## config.mk

```make
export PLATFORM = sky130hd
export DESIGN_NAME = pipeline_hazard_controller
export DESIGN_NICKNAME = d
export VERILOG_FILES = /design/src/rtl/hazard_pkg.sv /design/src/rtl/forwarding_select.sv /design/src/rtl/pipeline_hazard_controller.sv
export SDC_FILE = /design/constraint.sdc
export NUM_CORES = 1
export LEC_CHECK = 0
export BUFFER_PORTS_ARGS = -buffer_cell sky130_fd_sc_hd__buf_2
export CAP_MARGIN = 0
export CORE_ASPECT_RATIO = 0.5
export CORE_MARGIN = 3
export CORE_UTILIZATION = 38
export DETAILED_ROUTE_END_ITERATION = 6
export PLACE_DENSITY = 0.93
export SLEW_MARGIN = 10
export SYNTH_ARGS = -nofsm -noshare
export SYNTH_HDL_FRONTEND = slang
export SYNTH_HIERARCHICAL = 1
export SYNTH_SLANG_ARGS = --single-unit
```

## constraint.sdc

```tcl
create_clock -name clock -period 1.8 [get_ports clock]
set_input_delay 0.18 -clock clock [delete_from_list [all_inputs] [get_ports clock]]
set_output_delay 0.18 -clock clock [all_outputs]
set_load 0.02 [all_outputs]
```

## src/rtl/hazard_pkg.sv

```systemverilog
// Shared types and constants for the pipeline hazard controller and its
// forwarding-select sub-block.
package hazard_pkg;
  localparam int REG_ADDR_W = 5;

  localparam logic [1:0] FWD_REGFILE = 2'b00;
  localparam logic [1:0] FWD_WB      = 2'b01;
  localparam logic [1:0] FWD_MEM     = 2'b10;

  typedef enum logic [1:0] {
    RUN        = 2'd0,
    LOAD_STALL = 2'd1,
    FLUSH      = 2'd2
  } hazard_state_t;
endpackage

```

## src/rtl/forwarding_select.sv

```systemverilog
// Operand bypass select for one execute-stage source register.
// MEM-stage results win over WB-stage results; x0 is never bypassed.
module forwarding_select
  import hazard_pkg::*;
(
  input  logic [REG_ADDR_W-1:0] exRs,
  input  logic [REG_ADDR_W-1:0] memRd,
  input  logic                  memRegisterWriteEnable,
  input  logic [REG_ADDR_W-1:0] wbRd,
  input  logic                  wbRegisterWriteEnable,
  output logic [1:0]            sel
);
  always_comb begin
    sel = FWD_REGFILE;
    if (memRegisterWriteEnable && memRd != '0 && memRd == exRs)
      sel = FWD_MEM;
    else if (wbRegisterWriteEnable && wbRd != '0 && wbRd == exRs)
      sel = FWD_WB;
  end
endmodule

```

## src/rtl/pipeline_hazard_controller.sv

```systemverilog
// Load-use stall / branch flush sequencer and ALU operand forwarding.
// Optional HAZARD_PERF_COUNTERS_EN adds saturating stall/flush counters.
module pipeline_hazard_controller
  import hazard_pkg::*;
#(
  parameter int LOAD_USE_STALLS = 1,
  parameter int FLUSH_EXTRA     = 0
) (
  input  logic                  clock,
  input  logic                  resetN,
  input  logic [REG_ADDR_W-1:0] idRs1,
  input  logic [REG_ADDR_W-1:0] idRs2,
  input  logic                  idUsesRs1,
  input  logic                  idUsesRs2,
  input  logic [REG_ADDR_W-1:0] exRd,
  input  logic [REG_ADDR_W-1:0] exRs1,
  input  logic [REG_ADDR_W-1:0] exRs2,
  input  logic                  exMemoryReadEnable,
  input  logic                  exBranchTaken,
  input  logic [REG_ADDR_W-1:0] memRd,
  input  logic                  memRegisterWriteEnable,
  input  logic [REG_ADDR_W-1:0] wbRd,
  input  logic                  wbRegisterWriteEnable,
  output logic                  pcStall,
  output logic                  ifIdStall,
  output logic                  ifIdFlush,
  output logic                  idExBubble,
  output logic [1:0]            forwardA,
  output logic [1:0]            forwardB,
  output logic [1:0]            hazardState,
  output logic [31:0]           stallCycleCount,
  output logic [31:0]           flushCount
);
  if (LOAD_USE_STALLS < 1 || LOAD_USE_STALLS > 7) begin : g_bad_lus
    $error("LOAD_USE_STALLS must be in 1..7");
  end
  if (FLUSH_EXTRA < 0 || FLUSH_EXTRA > 7) begin : g_bad_fe
    $error("FLUSH_EXTRA must be in 0..7");
  end

  // First stall/flush cycle is issued from RUN, so the counter covers the rest.
  localparam logic [2:0] LU_RELOAD = 3'((LOAD_USE_STALLS > 1) ? LOAD_USE_STALLS - 2 : 0);
  localparam logic [2:0] FE_RELOAD = 3'((FLUSH_EXTRA > 0) ? FLUSH_EXTRA - 1 : 0);

  hazard_state_t state;
  logic [2:0]    cnt;
  logic          loadUse;
  logic [1:0]    selA, selB;

  assign loadUse = exMemoryReadEnable && exRd != '0 &&
                   ((idUsesRs1 && idRs1 == exRd) || (idUsesRs2 && idRs2 == exRd));

  always_comb begin
    pcStall    = 1'b0;
    ifIdStall  = 1'b0;
    ifIdFlush  = 1'b0;
    idExBubble = 1'b0;
    if (resetN) begin
      case (state)
        RUN: begin
          if (exBranchTaken) begin
            ifIdFlush  = 1'b1;
            idExBubble = 1'b1;
          end else if (loadUse) begin
            pcStall    = 1'b1;
            ifIdStall  = 1'b1;
            idExBubble = 1'b1;
          end
        end
        LOAD_STALL: begin
          pcStall    = 1'b1;
          ifIdStall  = 1'b1;
          idExBubble = 1'b1;
        end
        FLUSH: begin
          ifIdFlush  = 1'b1;
          idExBubble = 1'b1;
        end
        default: ;
      endcase
    end
  end

  always_ff @(posedge clock or negedge resetN) begin
    if (!resetN) begin
      state <= RUN;
      cnt   <= '0;
    end else begin
      case (state)
        RUN: begin
          if (exBranchTaken) begin
            if (FLUSH_EXTRA > 0) begin
              state <= FLUSH;
              cnt   <= FE_RELOAD;
            end
          end else if (loadUse && LOAD_USE_STALLS > 1) begin
            state <= LOAD_STALL;
            cnt   <= LU_RELOAD;
          end
        end
        LOAD_STALL, FLUSH: begin
          if (cnt == '0) state <= RUN;
          else           cnt   <= cnt - 3'd1;
        end
        default: begin
          state <= RUN;
          cnt   <= '0;
        end
      endcase
    end
  end

  assign hazardState = state;

  forwarding_select u_fwd_a (
    .exRs                  (exRs1),
    .memRd                 (memRd),
    .memRegisterWriteEnable(memRegisterWriteEnable),
    .wbRd                  (wbRd),
    .wbRegisterWriteEnable (wbRegisterWriteEnable),
    .sel                   (selA)
  );

  forwarding_select u_fwd_b (
    .exRs                  (exRs2),
    .memRd                 (memRd),
    .memRegisterWriteEnable(memRegisterWriteEnable),
    .wbRd                  (wbRd),
    .wbRegisterWriteEnable (wbRegisterWriteEnable),
    .sel                   (selB)
  );

  assign forwardA = resetN ? selA : FWD_REGFILE;
  assign forwardB = resetN ? selB : FWD_REGFILE;

`ifdef HAZARD_PERF_COUNTERS_EN
  always_ff @(posedge clock or negedge resetN) begin
    if (!resetN) begin
      stallCycleCount <= '0;
      flushCount      <= '0;
    end else begin
      if (pcStall && stallCycleCount != '1)
        stallCycleCount <= stallCycleCount + 32'd1;
      if (state == RUN && exBranchTaken && flushCount != '1)
        flushCount <= flushCount + 32'd1;
    end
  end
`else
  assign stallCycleCount = '0;
  assign flushCount      = '0;
`endif
endmodule
```

== Yosys cells after proc, flatten, opt, wreduce, memory -nomap -nowiden ==
Index checks and enable logic that the tools add are counted.

* Bitwise operators: 1
* Div/mod/pow operators: 0
* $add $sub $neg: 1
* Reductions and logical operators: 19
* Shifts and indexed selects: 0
* Equality and inequality tests: 10
* Multipliers: 0
* $lt $le $gt $ge: 0
* Mux-type cells: 20

{| class="wikitable"
|+ Operator list
! operator !! number
|-
| $eq 5x5->1 || 6
|-
| $reduce_bool 5->1 || 3
|-
| $logic_and 1x1->1 || 10
|-
| $mux 2 || 5
|-
| $mux 1 || 9
|-
| $pmux 1 s2 || 3
|-
| $pmux 3 s2 || 1
|-
| $pmux 2 s2 || 1
|-
| $reduce_and 2->1 || 2
|-
| $logic_not 3->1 || 1
|-
| $mux 3 || 1
|-
| $sub 3x1->3 const B || 1
|-
| $eq 2x1->1 const B || 1
|-
| $eq 2x2->1 const B || 1
|-
| $logic_not 2->1 || 1
|-
| $ne 2x1->1 const B || 1
|-
| $ne 2x2->1 const B || 1
|-
| $reduce_or 2->1 || 1
|-
| $logic_or 1x1->1 || 1
|-
| $not 1->1 || 1
|}

* Bits in writable memories: 0
* Word-level logic and storage cells: 53
* Bits in latches: 0
* Memories: 0
* Memory bits (read-only): 0
* Output and inout bits: 74
* Flip-flop bits (word level): 5
* Input bits: 43

== Longest topological paths before layout ==
* Depth in word-level cells: 8
* Mapped depth: 5
* Depth with buffers taken out: 5

== Hierarchy ==
Netlist, hierarchy kept.

{| class="wikitable"
|+ By module, submodules not included
! module !! cells each !! instances !! area each (um2)
|-
| pipeline_hazard_controller || 91 || 1 || 685.7
|-
| forwarding_select || 20 || 2 || 151.4
|}

== Least setup slack after synthesis ==
No wires, ideal clock.

* Path kind: input-to-output
* From: input exRd[3]
* To: output pcStall
* Arrival time: 1.535 ns
* Required time: 1.620 ns
* Slack: 0.085 ns
* Stages: 5
* Buffers on the path: 1
* Cell sequence: xor2_1 -> nor4_1 -> a32oi_1 -> nor3_1 -> buf_4

* Longest elaborated chain between the ends: 8
* Elaborated cells between the ends (all ways): 12

{| class="wikitable"
|+ Ends and longest elaborated chain
! element !! line !! RTL
|-
| from (decl) || pipeline_hazard_controller.sv:15 || <nowiki>input logic [REG_ADDR_W-1:0] exRd,</nowiki>
|-
| $eq 5x5->1 || pipeline_hazard_controller.sv:51 || <nowiki>((idUsesRs1 && idRs1 == exRd) || (idUsesRs2 && idRs2 == exRd));</nowiki>
|-
| $logic_and 1x1->1 || pipeline_hazard_controller.sv:51 ||
|-
| $logic_or 1x1->1 || pipeline_hazard_controller.sv:51 ||
|-
| $logic_and 1x1->1 (*) || pipeline_hazard_controller.sv:50 || <nowiki>assign loadUse = exMemoryReadEnable && exRd != '0 &&</nowiki>
|-
| $mux 1 (*) (2 in series) || -- ||
|-
| $pmux 1 s2 (*) || -- ||
|-
| $mux 1 (*) || -- ||
|-
| to (decl) || pipeline_hazard_controller.sv:24 || <nowiki>output logic pcStall,</nowiki>
|}

Mark *: on every way between the ends. The rest lies on a longest branch, timed or not.

== Final worst setup path ==
* From: input exRd[3]
* To: output pcStall

* Longest elaborated chain between the ends: 8
* Elaborated cells between the ends (all ways): 12

{| class="wikitable"
|+ Ends and longest elaborated chain
! element !! line !! RTL
|-
| $eq 5x5->1 || pipeline_hazard_controller.sv:51 ||
|-
| $logic_and 1x1->1 || pipeline_hazard_controller.sv:51 ||
|-
| $logic_or 1x1->1 || pipeline_hazard_controller.sv:51 ||
|-
| $logic_and 1x1->1 (*) || pipeline_hazard_controller.sv:50 ||
|-
| $mux 1 (*) || pipeline_hazard_controller.sv:64 || <nowiki>end else if (loadUse) begin</nowiki>
|-
| $mux 1 (*) || pipeline_hazard_controller.sv:61 || <nowiki>if (exBranchTaken) begin</nowiki>
|-
| $pmux 1 s2 (*) || pipeline_hazard_controller.sv:59 || <nowiki>case (state)</nowiki>
|-
| $mux 1 (*) || pipeline_hazard_controller.sv:58 || <nowiki>if (resetN) begin</nowiki>
|}

Marks and branches as above.

==> results.sh <==
export IMPL_groute_usage_overall_pct=10.6
export IMPL_synth_mux_area_share_pct=0
export IMPL_buffer_ports_inserted=50
export IMPL_worstHoldPathType="primary input to output pin"
export IMPL_crit_path_start_kind="primary input"
export IMPL_drt_total_wl_um=2170
export IMPL_sequential_cell_area_um2=0
export IMPL_power_static_leakage_nw=0.569
export IMPL_avgRoutedWirePerCell_um=10.1
export IMPL_maximum_number_of_pins_on_one_net_before_global_route_repair=7
export IMPL_remaining_drc_errors=0
export IMPL_drive_above_1_share_pct=31.8
export IMPL_timing_setup_tns_ns=0
export IMPL_critPathMaxFanout=3
export IMPL_yosysUniqueCellTypes=19
export IMPL_synth_seq_area_share_pct=0
export IMPL_synth_simple_gate_area_share_pct=15.9
export IMPL_slew_violations=0
export IMPL_setup_repair_after_global_routing_missed_its_margin="false"
export IMPL_cp_data_arrival_time_ns=1.33
export IMPL_hp_start="exBranchTaken"
export IMPL_first_global_vias=717
export IMPL_synth_compound_area_share_pct=9.75
export IMPL_status="completed"
export IMPL_routed_via_density=3.85
export IMPL_initial_utilization_pct=42.2
export IMPL_setup_violations_final=0
export IMPL_synth_area_um2=988
export IMPL_detailed_place_hpwl_um=1960
export IMPL_fp_dieArea_um2=3290
export IMPL_antenna_diode_count=0
export IMPL_drt_first_iter_violations=20
export IMPL_timing_final_crit_share_pct=84.1
export IMPL_worst_path_dominant_cell_family="simple AND/OR/NAND/NOR gates"
export IMPL_post_route_cell_area_um2=1020
export IMPL_ys_warnings_count=6
export IMPL_cp_required_ns=1.62
export IMPL_num_clock_buffers=0
export IMPL_path_length_in_cells_of_the_critical_path=6
export IMPL_post_dp_cell_area_um2=1020
export IMPL_num_nets_final=224
export IMPL_critical_path_top_cell_by_count="sky130_fd_sc_hd__buf_2"
export IMPL_main_combinational_cell_family_by_area_after_synthesis="buffers and inverters"
export IMPL_critPathKind="primary input to output pin"
export IMPL_grt_antenna_before_repair=0
export IMPL_syn_mean_instance_area_um2=7.55
export IMPL_gp_congestion=0.751
export IMPL_fp_dieH_um=42.1
export IMPL_postCtsSetupRepairBufs=0
export IMPL_power_ir_vdd_worst_mv=0.107
export IMPL_power_density_nw_per_um2=279
export IMPL_timing_critical_path_slowest_stage_cell="sky130_fd_sc_hd__nor4_1"
export IMPL_xor_xnor_fraction_of_synth_area_pct=23.0
export IMPL_worstPathCellList="buf_2 > xor2_1 > nor4_1 > a32oi_1 > nor3_1 > buf_2"
export IMPL_finalHoldViolCount=0
export IMPL_ant_nets=0
export IMPL_min_delay_path_depth=3
export IMPL_postCtsHoldBufs=0
export IMPL_crit_path_end_kind="output pin"
export IMPL_whs_endpoint="ifIdStall"
export IMPL_critPathMaxStageDelay_ns=0.28
export IMPL_first_pass_grt_wire_length_um=3020
export IMPL_coreArea_um2=2340
export IMPL_design_seq_count=0
export IMPL_critical_path_n_buffers_inverters=2
export IMPL_post_synth_inst_count=131
export IMPL_syn2layout_area_growth_pct=3.54
export IMPL_cts_resized=0
export IMPL_finalCriticalPeriod_ns=1.51
export IMPL_pin_count=117
export IMPL_globalRoute_totalOverflow=0
export IMPL_max_cap_viol_count=0
export IMPL_routed_via_count=824
export IMPL_placement_row_count=12
export IMPL_synth_adder_area_share_pct=0
export IMPL_fmax_ghz=0.660
export IMPL_dieWidth_um=78.1
export IMPL_drt_pass1_iterations=4
==> how the worst max path moves through the flow <==
stage	to	slack (ns)	startpoint
6_report	pcStall	0.29	exRd[3]
5_1_grt	pcStall	0.16	exRd[3]
4_1_cts	pcStall	0.27	exRd[3]
3_5_place_dp	pcStall	0.27	exRd[3]
3_3_place_gp	pcStall	0.31	exRd[3]
2_1_floorplan	pcStall	0.09	exRd[3]
==> final cells by class <==
class              instances  area, µm²
fillers                  244       1320
multi-input cells        129        729
repair buffers            50        250
well taps                 35       43.8
==> synth_stat cells <==
| cell type | count | area [µm²] |
|---|---|---|
| sky130_fd_sc_hd__buf_4 | 67 | 503 |
| sky130_fd_sc_hd__xor2_1 | 14 | 123 |
| sky130_fd_sc_hd__xnor2_1 | 12 | 105 |
| sky130_fd_sc_hd__and2_1 | 5 | 31.3 |
| sky130_fd_sc_hd__nor3_1 | 5 | 25.0 |
| sky130_fd_sc_hd__nand2_1 | 4 | 15.0 |
| sky130_fd_sc_hd__nand3_1 | 4 | 20.0 |
| sky130_fd_sc_hd__nor4_1 | 4 | 25.0 |
| sky130_fd_sc_hd__a211oi_2 | 2 | 25.0 |
| sky130_fd_sc_hd__a21oi_1 | 2 | 10.0 |
| sky130_fd_sc_hd__nor2_1 | 2 | 7.51 |
| sky130_fd_sc_hd__nor3_2 | 2 | 20.0 |
| sky130_fd_sc_hd__o41ai_2 | 2 | 32.5 |
| sky130_fd_sc_hd__a32oi_1 | 1 | 8.76 |
| sky130_fd_sc_hd__and2_0 | 1 | 6.26 |
| sky130_fd_sc_hd__conb_1 | 1 | 3.75 |
| sky130_fd_sc_hd__o211ai_2 | 1 | 12.5 |
| sky130_fd_sc_hd__o21bai_1 | 1 | 7.51 |
| sky130_fd_sc_hd__or4_1 | 1 | 7.51 |
==> metal layers <==
metal | share of wire (%) | GRT usage, % | up-vias
li1 | - | - | 395
met1 | 29 | 8.50 | 368
met2 | 58 | 26.2 | 61
met3 | 13 | 1.72 | 0
met4 | 0 | 1.39 | 0
met5 | 0 | 0 | -
==> metrics by stage <==
stage	instances	worst slack [ns]	util [%]	hold WS (ns)	total power, W
floorplan	196	0.0851	-	0.456	0.000304
global placement	214	0.311	43.7	0.638	0.000273
detailed placement	214	0.266	43.7	0.642	0.000280
CTS	214	0.268	43.7	0.644	0.000280
global route	214	0.156	43.7	0.672	0.000307
finish	214	0.285	43.7	0.640	0.000286
==> cells in the final DEF (no fill, tap or decap), types with 4 or more instances in the layout <==
| cell | count |
|---|---|
| sky130_fd_sc_hd__xor2_1 | 14 |
| sky130_fd_sc_hd__nand2_1 | 4 |
| sky130_fd_sc_hd__nand3_1 | 4 |
| sky130_fd_sc_hd__nor3_1 | 5 |
| sky130_fd_sc_hd__xnor2_1 | 12 |
| sky130_fd_sc_hd__buf_2 | 50 |
| sky130_fd_sc_hd__and2_1 | 5 |
| sky130_fd_sc_hd__conb_1 | 66 |
| sky130_fd_sc_hd__nor4_1 | 4 |
==> worst min-delay path: stages <==
cell                     delay (ns)
sky130_fd_sc_hd__buf_2         0.08
sky130_fd_sc_hd__nor3_1        0.05
sky130_fd_sc_hd__buf_2         0.15
==> power breakdown <==
part / switching [W] / internal (W) / total [W]
Sequential: 0 / 0 / 0
Combinational: 0.000206 / 0.0000797 / 0.000286
Clock: 0 / 0 / 0
==> kinds of logic after synthesis <==
| kind of cell | count (synthesis) |
|---|---|
| simple gates | 28 |
| buf+inv | 67 |
| compound gates | 9 |
| xor+xnor | 26 |
| other cells | 1 |
Power figures use the tool's default switching activity.
